$ cat config.mk
export PLATFORM = sky130hd
export DESIGN_NAME = ld_st_control_sequencer
export DESIGN_NICKNAME = d
export VERILOG_FILES = /design/src/rtl/ld_st_control_sequencer_pkg.sv /design/src/rtl/ld_st_control_sequencer_mem_wait_timer.sv /design/src/rtl/ld_st_control_sequencer.sv
export SDC_FILE = /design/constraint.sdc
export NUM_CORES = 1
export LEC_CHECK = 0
export CAP_MARGIN = 10
export CELL_PAD_IN_SITES_DETAIL_PLACEMENT = 1
export CELL_PAD_IN_SITES_GLOBAL_PLACEMENT = 1
export CORE_MARGIN = 2
export CORE_UTILIZATION = 30
export DETAILED_ROUTE_END_ITERATION = 10
export PLACE_DENSITY_LB_ADDON = 0.08
export SETUP_SLACK_MARGIN = 0.3
export SYNTH_ARGS = -nofsm -noshare
export SYNTH_HDL_FRONTEND = slang
export SYNTH_SLANG_ARGS = --single-unit
$ cat constraint.sdc
create_clock -name clock -period 2 [get_ports clock]
set_input_delay 0.3 -clock clock [delete_from_list [all_inputs] [get_ports clock]]
set_output_delay 0.3 -clock clock [all_outputs]
set_load 0.02 [all_outputs]
$ cat src/rtl/ld_st_control_sequencer_pkg.sv
// ld_st_ctrl_pkg: state encoding, default opcodes and strobe bundle for the ld/st sequencer
package ld_st_ctrl_pkg;
  localparam int DEF_OPCODE_W = 5;
  localparam logic [4:0] DEF_OP_LD = 5'b00000;
  localparam logic [4:0] DEF_OP_LDI = 5'b00001;
  localparam logic [4:0] DEF_OP_ST = 5'b00010;
  localparam int DEF_MEM_TIMEOUT = 15;
  localparam int DEF_CNT_W = 16;
  typedef enum logic [3:0] {
    S_IDLE  = 4'd0,
    S_T0    = 4'd1,
    S_T1    = 4'd2,
    S_T2    = 4'd3,
    S_T3    = 4'd4,
    S_T4    = 4'd5,
    S_T5    = 4'd6,
    S_T6    = 4'd7,
    S_T7    = 4'd8,
    S_FAULT = 4'd15
  } state_e;
  typedef struct packed {
    logic pc_out;
    logic mar_in;
    logic inc_pc;
    logic zlow_in;
    logic zlow_out;
    logic pc_in;
    logic mdmux_read;
    logic ram_read;
    logic ram_write;
    logic mdr_in;
    logic mdr_out;
    logic ir_in;
    logic gra;
    logic grb;
    logic r_in;
    logic r_out;
    logic ba_out;
    logic y_in;
    logic cse_out;
    logic add;
  } strobes_t;
endpackage

$ cat src/rtl/ld_st_control_sequencer_mem_wait_timer.sv
// mem_wait_timer: counts stalled memory-wait cycles and flags the timeout edge
module mem_wait_timer #(
  parameter int TIMEOUT = 15
) (
  input  logic clk,
  input  logic rst,
  input  logic in_wait,
  input  logic mem_ready,
  output logic timeout
);
  localparam int W = $clog2(TIMEOUT + 1);
  logic [W-1:0] wait_cnt_q, wait_cnt_d;
  logic stall;
  // Any non-stalled cycle zeroes the count, so every wait state is entered at zero
  always_comb begin
    stall = in_wait && !mem_ready;
    wait_cnt_d = stall ? wait_cnt_q + W'(1) : '0;
    timeout = stall && (wait_cnt_q == W'(TIMEOUT - 1));
  end
  always_ff @(posedge clk) begin
    if (rst) wait_cnt_q <= '0;
    else wait_cnt_q <= wait_cnt_d;
  end
endmodule

$ cat src/rtl/ld_st_control_sequencer.sv
// ld_st_control_sequencer: fetch + ld/ldi/st control strobe sequencer (optional CTRL_SINGLE_STEP_EN adds step port)
module ld_st_control_sequencer
  import ld_st_ctrl_pkg::*;
#(
  parameter int OPCODE_W = DEF_OPCODE_W,
  parameter logic [OPCODE_W-1:0] OP_LD = OPCODE_W'(DEF_OP_LD),
  parameter logic [OPCODE_W-1:0] OP_LDI = OPCODE_W'(DEF_OP_LDI),
  parameter logic [OPCODE_W-1:0] OP_ST = OPCODE_W'(DEF_OP_ST),
  parameter int MEM_TIMEOUT = DEF_MEM_TIMEOUT,
  parameter int CNT_W = DEF_CNT_W
) (
  input  logic clock,
  input  logic clear,
  input  logic run,
`ifdef CTRL_SINGLE_STEP_EN
  input  logic step,
`endif
  input  logic [OPCODE_W-1:0] ir_op,
  input  logic mem_ready,
  output logic PCout, MARin, IncPC, Zlowin, Zlowout, PCin,
  output logic MDMuxread, RAMread, RAMwrite, MDRin, MDRout, IRin,
  output logic Gra, Grb, Rin, Rout, BAout, Yin, CSEout, ADD,
  output logic busy,
  output logic illegal_op,
  output logic fault,
  output logic [CNT_W-1:0] instr_count
);
  state_e state_q, state_d, after;
  logic [OPCODE_W-1:0] op_q, op_d;
  logic [CNT_W-1:0] cnt_q, cnt_d;
  strobes_t strb;
  logic legal, is_ld, is_ldi, in_wait, timeout, done, go, cont;
`ifdef CTRL_SINGLE_STEP_EN
  assign go = run && step;
  assign cont = 1'b0;
`else
  assign go = run;
  assign cont = run;
`endif
  assign legal = (ir_op == OP_LD) || (ir_op == OP_LDI) || (ir_op == OP_ST);
  assign is_ld = op_q == OP_LD;
  assign is_ldi = op_q == OP_LDI;
  assign after = cont ? S_T0 : S_IDLE;
  assign in_wait = (state_q == S_T1) || (state_q == S_T6 && is_ld) || (state_q == S_T7 && !is_ld);
  assign done = (state_q == S_T5 && is_ldi) || (state_q == S_T7 && (is_ld || mem_ready));
  mem_wait_timer #(.TIMEOUT(MEM_TIMEOUT)) u_timer (
    .clk(clock),
    .rst(clear),
    .in_wait(in_wait),
    .mem_ready(mem_ready),
    .timeout(timeout)
  );
  always_ff @(posedge clock) begin
    if (clear) begin
      state_q <= S_IDLE;
      op_q <= '0;
      cnt_q <= '0;
    end else begin
      state_q <= state_d;
      op_q <= op_d;
      cnt_q <= cnt_d;
    end
  end
  always_comb begin
    op_d = (state_q == S_T3) ? ir_op : op_q;
    cnt_d = done ? cnt_q + CNT_W'(1) : cnt_q;
    state_d = state_q;
    case (state_q)
      S_IDLE: state_d = go ? S_T0 : S_IDLE;
      S_T0: state_d = S_T1;
      S_T1: state_d = S_T2;
      S_T2: state_d = S_T3;
      S_T3: state_d = legal ? S_T4 : after;
      S_T4: state_d = S_T5;
      S_T5: state_d = is_ldi ? after : S_T6;
      S_T6: state_d = S_T7;
      S_T7: state_d = after;
      default: state_d = state_q;
    endcase
    // A stalled wait state holds its strobes until ready or the timeout fires
    if (in_wait && !mem_ready) state_d = timeout ? S_FAULT : state_q;
  end
  always_comb begin
    strb = '0;
    case (state_q)
      S_T0: begin
        strb.pc_out = 1'b1;
        strb.mar_in = 1'b1;
        strb.inc_pc = 1'b1;
        strb.zlow_in = 1'b1;
      end
      S_T1: begin
        strb.zlow_out = 1'b1;
        strb.pc_in = 1'b1;
        strb.mdmux_read = 1'b1;
        strb.ram_read = 1'b1;
        strb.mdr_in = 1'b1;
      end
      S_T2: begin
        strb.mdr_out = 1'b1;
        strb.ir_in = 1'b1;
      end
      S_T3: begin
        strb.grb = legal;
        strb.ba_out = legal;
        strb.y_in = legal;
      end
      S_T4: begin
        strb.cse_out = 1'b1;
        strb.add = 1'b1;
        strb.zlow_in = 1'b1;
      end
      S_T5: begin
        strb.zlow_out = 1'b1;
        strb.mar_in = !is_ldi;
        strb.gra = is_ldi;
        strb.r_in = is_ldi;
      end
      S_T6: begin
        strb.mdr_in = 1'b1;
        strb.mdmux_read = is_ld;
        strb.ram_read = is_ld;
        strb.gra = !is_ld;
        strb.r_out = !is_ld;
      end
      S_T7: begin
        strb.mdr_out = is_ld;
        strb.gra = is_ld;
        strb.r_in = is_ld;
        strb.ram_write = !is_ld;
      end
      default: strb = '0;
    endcase
  end
  assign {PCout, MARin, IncPC, Zlowin, Zlowout, PCin, MDMuxread, RAMread, RAMwrite, MDRin,
          MDRout, IRin, Gra, Grb, Rin, Rout, BAout, Yin, CSEout, ADD} = strb;
  assign busy = (state_q != S_IDLE) && (state_q != S_FAULT);
  assign illegal_op = (state_q == S_T3) && !legal;
  assign fault = state_q == S_FAULT;
  assign instr_count = cnt_q;
endmodule

### After elaboration in Yosys (flattened, before gate mapping)

Cells that the tools add are included.

| word-level totals | value |
|---|---|
| register bits after elaboration | 29 |
| bits of input ports | 9 |
| output and inout bits | 39 |
| logic and storage cells | 73 |

| operators by class | value |
|---|---|
| $add $sub $neg | 2 |
| equality and inequality tests | 15 |
| muxes and demuxes | 22 |
| bitwise gates (word level) | 1 |
| reductions and logical operators | 29 |

Operator list:

| kind | count |
|---|---|
| $pmux 4 s8 | 1 |
| $add 16x1->16 const B | 1 |
| $eq 4x3->1 const B | 4 |
| $eq 4x4->1 const B | 3 |
| $eq 5x1->1 const B | 2 |
| $logic_not 5->1 | 2 |
| $mux 1 | 10 |
| $reduce_or 2->1 | 5 |
| $reduce_bool 9->1 | 1 |
| $eq 4x2->1 const B | 2 |
| $logic_and 1x1->1 | 8 |
| $mux 4 | 2 |
| $logic_or 1x1->1 | 6 |
| $mux 3 | 2 |
| $pmux 1 s2 | 3 |
| $eq 5x2->1 const B | 1 |
| $add 4x1->4 const B | 1 |
| $eq 4x1->1 const B | 1 |
| $logic_not 1->1 | 4 |
| $logic_not 4->1 | 1 |
| $mux 2 | 2 |
| $ne 4x4->1 const B | 1 |
| $pmux 2 s2 | 1 |
| $reduce_bool 4->1 | 1 |
| other kinds (4) | 4 |

### Depth between registers and ports, before layout

Gate-level depths: netlist of run 1.

| logic depth | value |
|---|---|
| word-level depth | 8 |
| depth in mapped cells | 7 |
| gate-level depth less buffers | 5 |

### Cells and area by module

Synthesis of run 1 repeated with hierarchy kept, for this count alone.

| second synthesis, totals | value |
|---|---|
| cell total of the unflattened synthesis | 208 |
| area, all modules | 1684.1 um^2 |

By module, submodules not included:

| module | times used | cells an instance | area each (um^2) | sequential area each (um^2) |
|---|---|---|---|---|
| ld_st_control_sequencer | 1 | 190 | 1496.4 | 500.5 |
| mem_wait_timer | 1 | 18 | 187.7 | 80.1 |

### Least setup slack after synthesis of run 1

No wires, ideal clock.

| timing | value |
|---|---|
| path kind | reg2reg |
| start | register op_q[1] |
| end | register state_q[0] |
| setup time | 0.059 ns |
| arrival | 2.140 ns |
| data required time | 1.941 ns |
| slack | -0.199 ns |
| cell stages (with the launch flop) | 6 |
| path buffers | 0 |
| clock period less this slack | 2.199 ns |
| cells stage by stage | dfxtp_1 -> or4_4 -> o31ai_1 -> o21ai_0 -> o21bai_1 -> o211a_1 |

| on the way | value |
|---|---|
| longest elaborated chain between the ends | 8 |
| elaborated cells between the ends (all ways) | 15 |
| classes of those cells | 2 x eq/ne; 3 x mux; 10 x reduce/logical |

Ends and longest elaborated chain:

| element | RTL line | RTL |
|---|---|---|
| start, declared | ld_st_control_sequencer.sv:29 | `logic [OPCODE_W-1:0] op_q, op_d;` |
| start signal, assigned | ld_st_control_sequencer.sv:60 | `op_q <= op_d;` |
| $logic_not 5->1 | ld_st_control_sequencer.sv:41 | `assign is_ld = op_q == OP_LD;` |
| $logic_and 1x1->1 / $logic_not 1->1 (equally long branches) | ld_st_control_sequencer.sv:44 | `assign in_wait = (state_q == S_T1) \|\| (state_q == S_T6 && is_ld) \|\| (state_q == S_T7 && !is_ld);` |
| $logic_or 1x1->1 / $logic_and 1x1->1 (equally long branches) | ld_st_control_sequencer.sv:44 |  |
| $logic_or 1x1->1 | ld_st_control_sequencer.sv:44 |  |
| $logic_and 1x1->1 | ld_st_control_sequencer_mem_wait_timer.sv:16, ld_st_control_sequencer.sv:81 |  |
| $logic_and 1x1->1 | ld_st_control_sequencer_mem_wait_timer.sv:18 | `timeout = stall && (wait_cnt_q == W'(TIMEOUT - 1));` |
| $ne 2x2->1 (no source line) | n/a |  |
| $reduce_and 2->1 (no source line) | n/a |  |
| end signal, assigned | ld_st_control_sequencer.sv:59 | `state_q <= state_d;` |
| end, declared | ld_st_control_sequencer.sv:28 | `state_e state_q, state_d, after;` |

Several ways; a longest one is shown, not always the timed one.
A chain may end at the register's enable or synchronous reset.

### Worst setup path after layout of run 1

| timing | value |
|---|---|
| start | register op_q[1] |
| end | output Gra |

| on the way | value |
|---|---|
| longest elaborated chain between the ends | 3 |
| elaborated cells between the ends (all ways) | 4 |
| classes of those cells | 1 x eq/ne; 1 x mux; 2 x reduce/logical |

Ends and longest elaborated chain:

| element | RTL line | RTL |
|---|---|---|
| $logic_not 5->1 | ld_st_control_sequencer.sv:41 |  |
| $logic_not 1->1 | ld_st_control_sequencer.sv:123 | `strb.gra = !is_ld;` |
| $pmux 1 s3 (*) | ld_st_control_sequencer.sv:85 | `case (state_q)` |
| end, declared | ld_st_control_sequencer.sv:22 | `output logic Gra, Grb, Rin, Rout, BAout, Yin, CSEout, ADD,` |

Every way passes the cells marked *; elsewhere a longest branch is shown, timed or not.

==> results, run 1 <==
- The mean area per synthesized cell is 7.99 µm².
- The critical path endpoint category is an output port.
- The number of synthesized flops with an enable pin is 0.
- Across all hold checks on the routed design, the worst slack comes to 483 ps.
- The flow ran to the end, but the final reports show violations.
- By area the synthesized netlist is led by sky130_fd_sc_hd__dfxtp_1, sky130_fd_sc_hd__a21oi_1, sky130_fd_sc_hd__nor2_1.
- The I/O pin total is 48.
- The synthesized design devotes to its leading area cell type 35.8% of total area.
- The final routed wire length divided by cell count is 15.8 µm.
- Synthesis inferred 29 register bits.
- The overall die area is 6010 µm².
- Data on the critical path is required at its endpoint by 1700 ps.
- The share of the Yosys chip area taken by registers is 35.8%.
- For this design, the sink count on the clock tree is 29.
- The initial antenna violation count is 0.
- The highest fanout seen on the critical path is 2.
- The measured slew at the worst slew-check pin is 431 ps.
- The number of nets produced by synthesis is 215.
- The CTS buffer count is 5.
- The total chip power is 2770 µW.
- Across the routed clock network, the largest skew measured is 5.69 ps.
- The cell area after synthesis is 1620 µm².
- Counting cells, the worst reg-to-reg path comes to 7.
- The clock latency of the later-clocked register in the worst-skew pair is 270 ps.
- The portion of the clock cycle consumed by the worst path in the final layout is 104%.
- After detailed routing, the number of remaining DRC violations is 0.
- The number of optimization iterations in the first detailed-route pass is 4.
- The maximum number of pins on one net before global-route repair is 17.
- In the layout the commonest cells are sky130_fd_sc_hd__buf_4, sky130_fd_sc_hd__dfxtp_1, sky130_fd_sc_hd__buf_6, sky130_fd_sc_hd__clkdlybuf4s50_1, sky130_fd_sc_hd__nor2_1.
- In this run the critical register-to-register path is launched from op_q[1]$_SDFFE_PP0P_.
- The min-delay analysis places its worst path in the category reg -> reg.
- Counting along the longest clock path gives a buffer depth of 2.
- STA puts the critical path data arrival time at 1780 ps.
- The net count of the finished layout is 304.
- Input and output buffers added on the ports amount to 47.
- Summed over all nets, the half-perimeter wirelength after detailed placement is 3.84 mm.
- The routed wire length is 5.73 mm.
- Global routing used 18.0% of the available tracks.
- The cell count after synthesis came out at 203.
- The number of maximum-capacitance violations is 0.
- For flop-to-flop paths, the worst setup slack is -80 ps.
- The worst slew slack as a fraction of its limit is 71.2%.
- The checks that failed: setup timing.
- The proportion of layout cells with a drive suffix above 1 is 49.0%.
- The critical path is of the reg -> out type.
- Setup repair after global routing could not meet its margin everywhere.
- Across the VDD grid, the largest voltage drop is 394 µV.
- The achievable clock frequency is 480 MHz.
- TritonCTS built the clock tree.
- In this run, the number of DRC markers left after iteration 0 of detailed routing was 46.
- After floorplanning, the core was divided into 26 placement rows.
- After layout, the worst setup slack is -81.6 ps.
- Dividing total power by cell area gives a power density of 952 nW/µm².
- The primary flip-flop cell chosen by synthesis mapping is sky130_fd_sc_hd__dfxtp_1.
- The floorplan step set the die width to 77.5 µm.
- At the end of routability-driven placement, the weighted congestion stood at 0.810.
- In the synthesized netlist the async set-or-reset flop fraction comes to 0%.
- In this run, post-CTS hold repair placed 0 buffers.
- The total count of max-transition violations in the final report is 0.
- The hold path startpoint is u_timer.wait_cnt_q[0]$_SDFF_PP0_.
- The signed area change from the synthesized netlist to the final layout is 79.2%.
- The die height is 77.5 µm.
- The count of nets left with antenna violations once routing finished came out at 0.
- The number of antenna diodes in the final layout is 0.
- Summing over every cut layer, the via total after detailed routing is 1,876.
- The path with the worst hold slack has its endpoint at u_timer.wait_cnt_q[0]$_SDFF_PP0_.
- The tree is rooted in a sky130_fd_sc_hd__clkbuf_8.
- The library cell used most frequently in the layout, excluding fill and tap cells, is sky130_fd_sc_hd__buf_4.
- The first global-routing pass estimated 8.67 mm of wire.
- The nature of the critical path startpoint is a flop.
- The synthesized design spends more area on one cell type than any other, namely sky130_fd_sc_hd__dfxtp_1.
- The reg-to-reg critical path endpoint is instr_count[15]$_SDFFE_PP0P_.
- In this run the static leakage power is 0.00115 µW.
- After global routing the overflow that remains totals 0.
- After clock tree synthesis, the clock-pin slew on the worst setup and hold paths is 60 ps.
- The average vias per placed instance is 5.18.
- The hold violation count in the final report is 0.
- The core box area is 5170 µm².
- Cells fill 56.2% of the core in the end.
- Setup violations remaining at the end of the flow were counted as 8.
- The number of H-tree levels is 2.
- The number of distinct library cells after synthesis is 43.
- For this configuration, the core starts out at a cell density of 31.3%.
- The number of global-route vias before repair is 1,811.
- Counting I/O delays and the setup requirement, the final critical path takes 2080 ps.
- The count of yosys warnings during synthesis is 0.
- The worst hold path stage count is 1.
## cell usage after synthesis, drive strengths merged (5+ instances only)
cell and count:
a21oi 20, clkbuf 8, nand3 10, or3 7, mux2i 5, buf 7
inv 9, o31ai 8, nor2 22, or4 8, o21ai 13, nand2 11
nand2b 6, dfxtp 29
## layout make-up
| cell class | instances | area, µm² |
|---|---|---|
| fill | 595 | 2270 |
| multi-input combinational | 150 | 1230 |
| timing repair buffer | 97 | 870 |
| sequential | 29 | 597 |
| tap | 70 | 87.6 |
| clock buffer | 7 | 86.3 |
| inverter | 9 | 33.8 |
## report_power, final
group / total [µW] / switching (µW) / internal [µW] / leakage [µW]
Clock: 482 / 209 / 272 / 0.0000443
Combinational: 1550 / 789 / 765 / 0.000866
Sequential: 731 / 84.0 / 647 / 0.000238
Total: 2770 / 1080 / 1680 / 0.00115
## logic make-up (layout without fill, tap and decap cells)
logic type | after synthesis | in the layout | share of synthesized area [%]
compound gates | 54 | 54 | 20.5
xor+xnor | 4 | 4 | 2.16
fa+ha+maj | 3 | 3 | 2.32
buf+inv | 24 | 113 | 7.18
flops | 29 | 29 | 35.8
mux | 5 | 5 | 3.09
simple gates | 84 | 84 | 28.9
## worst max-delay path by stage
stage | to | start
detailed placement | Yin | ir_op[1]
CTS | instr_count[15]$_SDFFE_PP0P_ | op_q[1]$_SDFFE_PP0P_
global route | Gra | op_q[1]$_SDFFE_PP0P_
global placement | BAout | ir_op[1]
floorplan | instr_count[7]$_SDFFE_PP0P_ | op_q[3]$_SDFFE_PP0P_
finish | Gra | op_q[1]$_SDFFE_PP0P_
## flip-flops by register name, summed over array words and instances, names as in the netlist
| signal | cells |
|---|---|
| op_q | 5 |
| u_timer.wait_cnt_q | 4 |
| instr_count | 16 |
| state_q | 4 |
## worst max-delay path: stages (launching register included)
cell,delay [ps]
sky130_fd_sc_hd__dfxtp_2,320
sky130_fd_sc_hd__or4_4,560
sky130_fd_sc_hd__nor2_4,130
sky130_fd_sc_hd__buf_6,110
sky130_fd_sc_hd__nor2_4,30
sky130_fd_sc_hd__or2_4,230
sky130_fd_sc_hd__buf_6,130
## metrics by stage
stage               std cells  setup TNS [ps]  area, µm²  worst slack, ps
CTS                       354           -1100       2650             -102
global placement          343           -2530       2460             -349
floorplan                 203               0       1730              116
global route              362           -1640       2910             -142
finish                    362            -585       2910            -81.6
detailed placement        343           -3680       2460             -408
## per-layer routing
layer	GRT usage (%)	wire (µm)	vias to the layer above
li1	-	-	915
met1	21.2	2420	918
met2	32.4	3030	35
met3	4.07	154	8
met4	5.36	128	0
met5	0	0	-
## timing repair
action,4_1_cts,5_1_grt
resized for setup,144,59
pin swaps,11,22
endpoints found under the setup margin,49,43
buffers inserted,4,7
cloned,0,1
(Power assumes the default switching activity.)
==> inputs of run 2 (changes only) <==
- CTS_CLUSTER_DIAMETER: unset -> 150
==> results of run 2 <==
The final DEF is identical to that of run 1; final timing and power are the same.
==> inputs of run 3 (changes only) <==
- CTS_CLUSTER_DIAMETER: 150 -> 30
- SETUP_SLACK_MARGIN: 0.3 -> 0.05
- TNS_END_PERCENT: unset -> 20
==> results, run 3 (synthesized netlist as in run 1, its figures left out) <==
- Status: finished, violations left (unchanged).
- Failing checks: setup timing (unchanged).
- The path type of the worst setup path is reg -> out (unchanged).
- The average vias per placed instance is 5.12 (was 5.18).
- The number of buffer cells added on primary ports is 47 (unchanged).
- The smallest setup slack after layout is -99.5 ps (was -81.6 ps).
- The switching power is 987 µW (was 1080 µW).
- The logic depth of the worst setup path including buffers came to 4 (was 6).
- The combinational cell fraction of total power is 48.2% (was 56.2%).
- The critical path endpoint category is an output port (unchanged).
- The nature of the critical path startpoint is a flop (unchanged).
- The internal power of the cells was 1620 µW (was 1680 µW).
- The kind of path behind the tightest hold check is in -> reg (was reg -> reg).
- The part of the total power dissipated in the clock network is 24.5% (was 17.4%).
- The half-perimeter wire length after detailed placement is 3.77 mm (was 3.84 mm).
- The portion of the clock cycle consumed by the worst path in the final layout is 105% (was 104%).
- The met2 usage was 32.3% (was 32.4%).
- The number of rows in the core area is 26 (unchanged).
- The signed area change from the synthesized netlist to the final layout was 62.3% (was 79.2%).
- The worst slew slack as a fraction of its limit is 70.3% (was 71.2%).
- The kind of cell with the highest combined delay on the critical path was simple AND/OR/NAND/NOR gates (unchanged).
- The register share of total power was 27.2% (was 26.4%).
- The number of sinks driven by the clock tree is 29 (unchanged).
- The switching share of power is 37.8% (was 39.1%).
- The achievable clock frequency is 476 MHz (was 480 MHz).
- Unrepaired setup endpoints after global routing: yes (unchanged).
- The global-route wire length before repair is 9.05 mm (was 8.67 mm).
- The maximum number of pins on one net before global-route repair is 24 (was 17).
- The termination of the worst setup path is MDMuxread (was Gra).
- The overall die area is 6010 µm² (unchanged).
- The number of H-tree levels is 2 (unchanged).
- The number of inserted diodes came to 0 (unchanged).
- The required time of the worst setup path is 1700 ps (about the same).
- The initial antenna violation count is 0 (unchanged).
- The floorplan die width came to 77.5 µm (unchanged).
- The power density over the cells is 991 nW/µm² (was 952 nW/µm²).
- The post-CTS clock slew at the launch and capture registers of the worst setup and hold paths is 60 ps (about the same).
- The fill cell total of the finished layout came to 619 (was 595).
- The count of hold buffers inserted by post-cts repair is 0 (unchanged).
- The launch point of the critical path was op_q[1]$_SDFFE_PP0P_ (unchanged).
- The worst reg-to-reg setup slack is -90 ps (was -80 ps).
- The clock tree root buffer cell was sky130_fd_sc_hd__clkbuf_8 (unchanged).
- Most frequent cells in the layout: sky130_fd_sc_hd__buf_4, sky130_fd_sc_hd__dfxtp_1, sky130_fd_sc_hd__clkdlybuf4s50_1, sky130_fd_sc_hd__nor2_1, sky130_fd_sc_hd__a21oi_1 (was sky130_fd_sc_hd__buf_4, sky130_fd_sc_hd__dfxtp_1, sky130_fd_sc_hd__buf_6, sky130_fd_sc_hd__clkdlybuf4s50_1, sky130_fd_sc_hd__nor2_1).
- The worst-path cell with the longest stage delay is sky130_fd_sc_hd__or4_4 (unchanged).
- The residual overflow from global routing was 0 (unchanged).
- The final setup violation count is 16 (was 8).
- The post-layout minimum cycle time is 2100 ps (was 2080 ps).
- The number of maximum-capacitance violations came to 0 (unchanged).
- The highest fanout seen on the critical path is 3 (was 2).
- The number of optimization iterations in the first detailed-route pass is 4 (unchanged).
- The clock latency of the later-clocked register in the worst-skew pair came to 280 ps (was 270 ps).
- The leading cell type in the layout, fill and taps excluded is sky130_fd_sc_hd__buf_4 (unchanged).
- The logic depth of the worst register-to-register path is 6 (was 7).
- The all-layer global routing usage came to 18.5% (was 18.0%).
- The initial core utilization is 31.3% (unchanged).
- The worst-case setup slack after placement came to -390 ps (was -408 ps).
- The die height is 77.5 µm (unchanged).
- The leakage power summed over all cells is 0.00105 µW (was 0.00115 µW).
- The maximum cell stage delay along the critical path is 570 ps (was 560 ps).
- Cells along the critical path: or4_4 > buf_6 > o31ai_4 > buf_6 (was or4_4 > nor2_4 > buf_6 > nor2_4 > or2_4 > buf_6).
- The residual antenna-violating net count after detailed routing was 0 (unchanged).
- The reg-to-reg startpoint is op_q[1]$_SDFFE_PP0P_ (unchanged).
- The proportion of layout cells with a drive suffix above 1 is 33.8% (was 49.0%).
- The reg-to-reg critical path endpoint is instr_count[15]$_SDFFE_PP0P_ (unchanged).
- The end-of-flow core utilization is 50.9% (was 56.2%).
- The number of buffers and inverters on the critical path is 2 (unchanged).
- The via count of the routed design is 1,814 (was 1,876).
- The clock tree buffer depth is 2 (unchanged).
- The detailed-route DRC error count came to 0 (unchanged).
- The CTS buffer count is 5 (unchanged).
- The core box area is 5170 µm² (unchanged).
- The total count of max-transition violations in the final report is 0 (unchanged).
- The arrival time at the worst endpoint is 1800 ps (was 1780 ps).
- The most used routing layer in global routing was met2 (unchanged).
- The total chip power is 2610 µW (was 2770 µW).
- The routed wire length is 5.32 mm (was 5.73 mm).
- The number of flip-flops under the largest register name is 16 (unchanged).
- The worst ir drop on vdd was 436 µV (was 394 µV).
- The final routed wire length divided by cell count came to 15.0 µm (was 15.8 µm).
- The global-route met3 utilization came to 3.60% (was 4.07%).
- The final layout net count is 295 (was 304).
- The most common cell type on the critical path is sky130_fd_sc_hd__buf_6.
- The clock skew is 10.1 ps (was 5.69 ps).
- The placer's final routability congestion estimate is 0.781 (was 0.810).
- The count of routing violations after the opening detailed-route iteration is 63 (was 46).
- The I/O pin total was 48 (unchanged).
- The met1 layer usage reported by global route was 23.1% (was 21.2%).
- The number of global-route vias before repair is 1,844 (was 1,811).
- The clock tree from TritonCTS is done (unchanged).
- The hold violation count in the final report is 0 (unchanged).
- The measured slew at the worst slew-check pin came to 443 ps (was 431 ps).
run 3: cell count changes in the layout (fill, tap and decap cells not counted), moves of 5 or more:
cell and change:
sky130_fd_sc_hd__a21oi_2 -8, sky130_fd_sc_hd__buf_6 -16, sky130_fd_sc_hd__o21ai_2 -5, sky130_fd_sc_hd__a21oi_1 +8, sky130_fd_sc_hd__clkdlybuf4s50_1 +5, sky130_fd_sc_hd__o21ai_0 +7
sky130_fd_sc_hd__nor2_1 +5
run 3: timing repair:
item,in CTS,in global routing
buffers inserted,0,0
gates cloned,1,1
pin swaps,15,5
resized for setup,79,25
setup endpoints to repair,42,42
run 3: power by group through the flow:
stage	Sequential (µW)	Combinational [µW]	Clock, µW
detailed placement	712	1250	0
global placement	707	1230	0
global route	721	1370	681
CTS	707	1250	653
floorplan	687	693	0
finish	710	1260	640
run 3: worst min path at each step:
| stage | start | end | slack (ps) | cells past startpoint |
|---|---|---|---|---|
| CTS | u_timer.wait_cnt_q[0]$_SDFF_PP0_ | u_timer.wait_cnt_q[0]$_SDFF_PP0_ | 480 | 1 |
| global placement | u_timer.wait_cnt_q[0]$_SDFF_PP0_ | u_timer.wait_cnt_q[0]$_SDFF_PP0_ | 450 | 1 |
| finish | ir_op[0] | op_q[0]$_SDFFE_PP0P_ | 410 | 4 |
| floorplan | clear | instr_count[8]$_SDFFE_PP0P_ | 370 | 1 |
| global route | ir_op[0] | op_q[0]$_SDFFE_PP0P_ | 450 | 4 |
| detailed placement | u_timer.wait_cnt_q[0]$_SDFF_PP0_ | u_timer.wait_cnt_q[0]$_SDFF_PP0_ | 460 | 1 |
run 3: worst reg2reg max path, delay by kind of cell (launching register included):
family                 cells  cell delay (ps)
and+or+nand+nor            2             1080
buffers and inverters      1              160
AOI/OAI and AO/OA          3              490
DFF                        1              310
run 3: area by class of cell:
cell class | instances | area [µm²] | share of cell area [%]
Clock buffer | 6 | 82.6 | 3.14
Clock inverter | 2 | 37.5 | 1.43
Inverter | 9 | 33.8 | 1.28
Multi-Input combinational cell | 152 | 1080 | 41.1
Sequential cell | 29 | 586 | 22.2
Tap cell | 70 | 87.6 | 3.33
Timing Repair Buffer | 86 | 723 | 27.5
run 3: per-stage QoR:
step           area, µm²  hold WS (ps)  std cells  setup TNS (ps)
2_1_floorplan       1640           369        203               0
3_3_place_gp        2420           449        344           -3780
3_5_place_dp        2420           459        344           -4550
4_1_cts             2580           479        353            -741
5_1_grt             2630           454        354           -2490
6_report            2630           408        354            -930
run 3: layer usage:
metal	vias up	share of wire, %
met4	0	0.96
met1	875	45
met3	8	2.5
li1	903	-
met2	28	52
met5	-	0
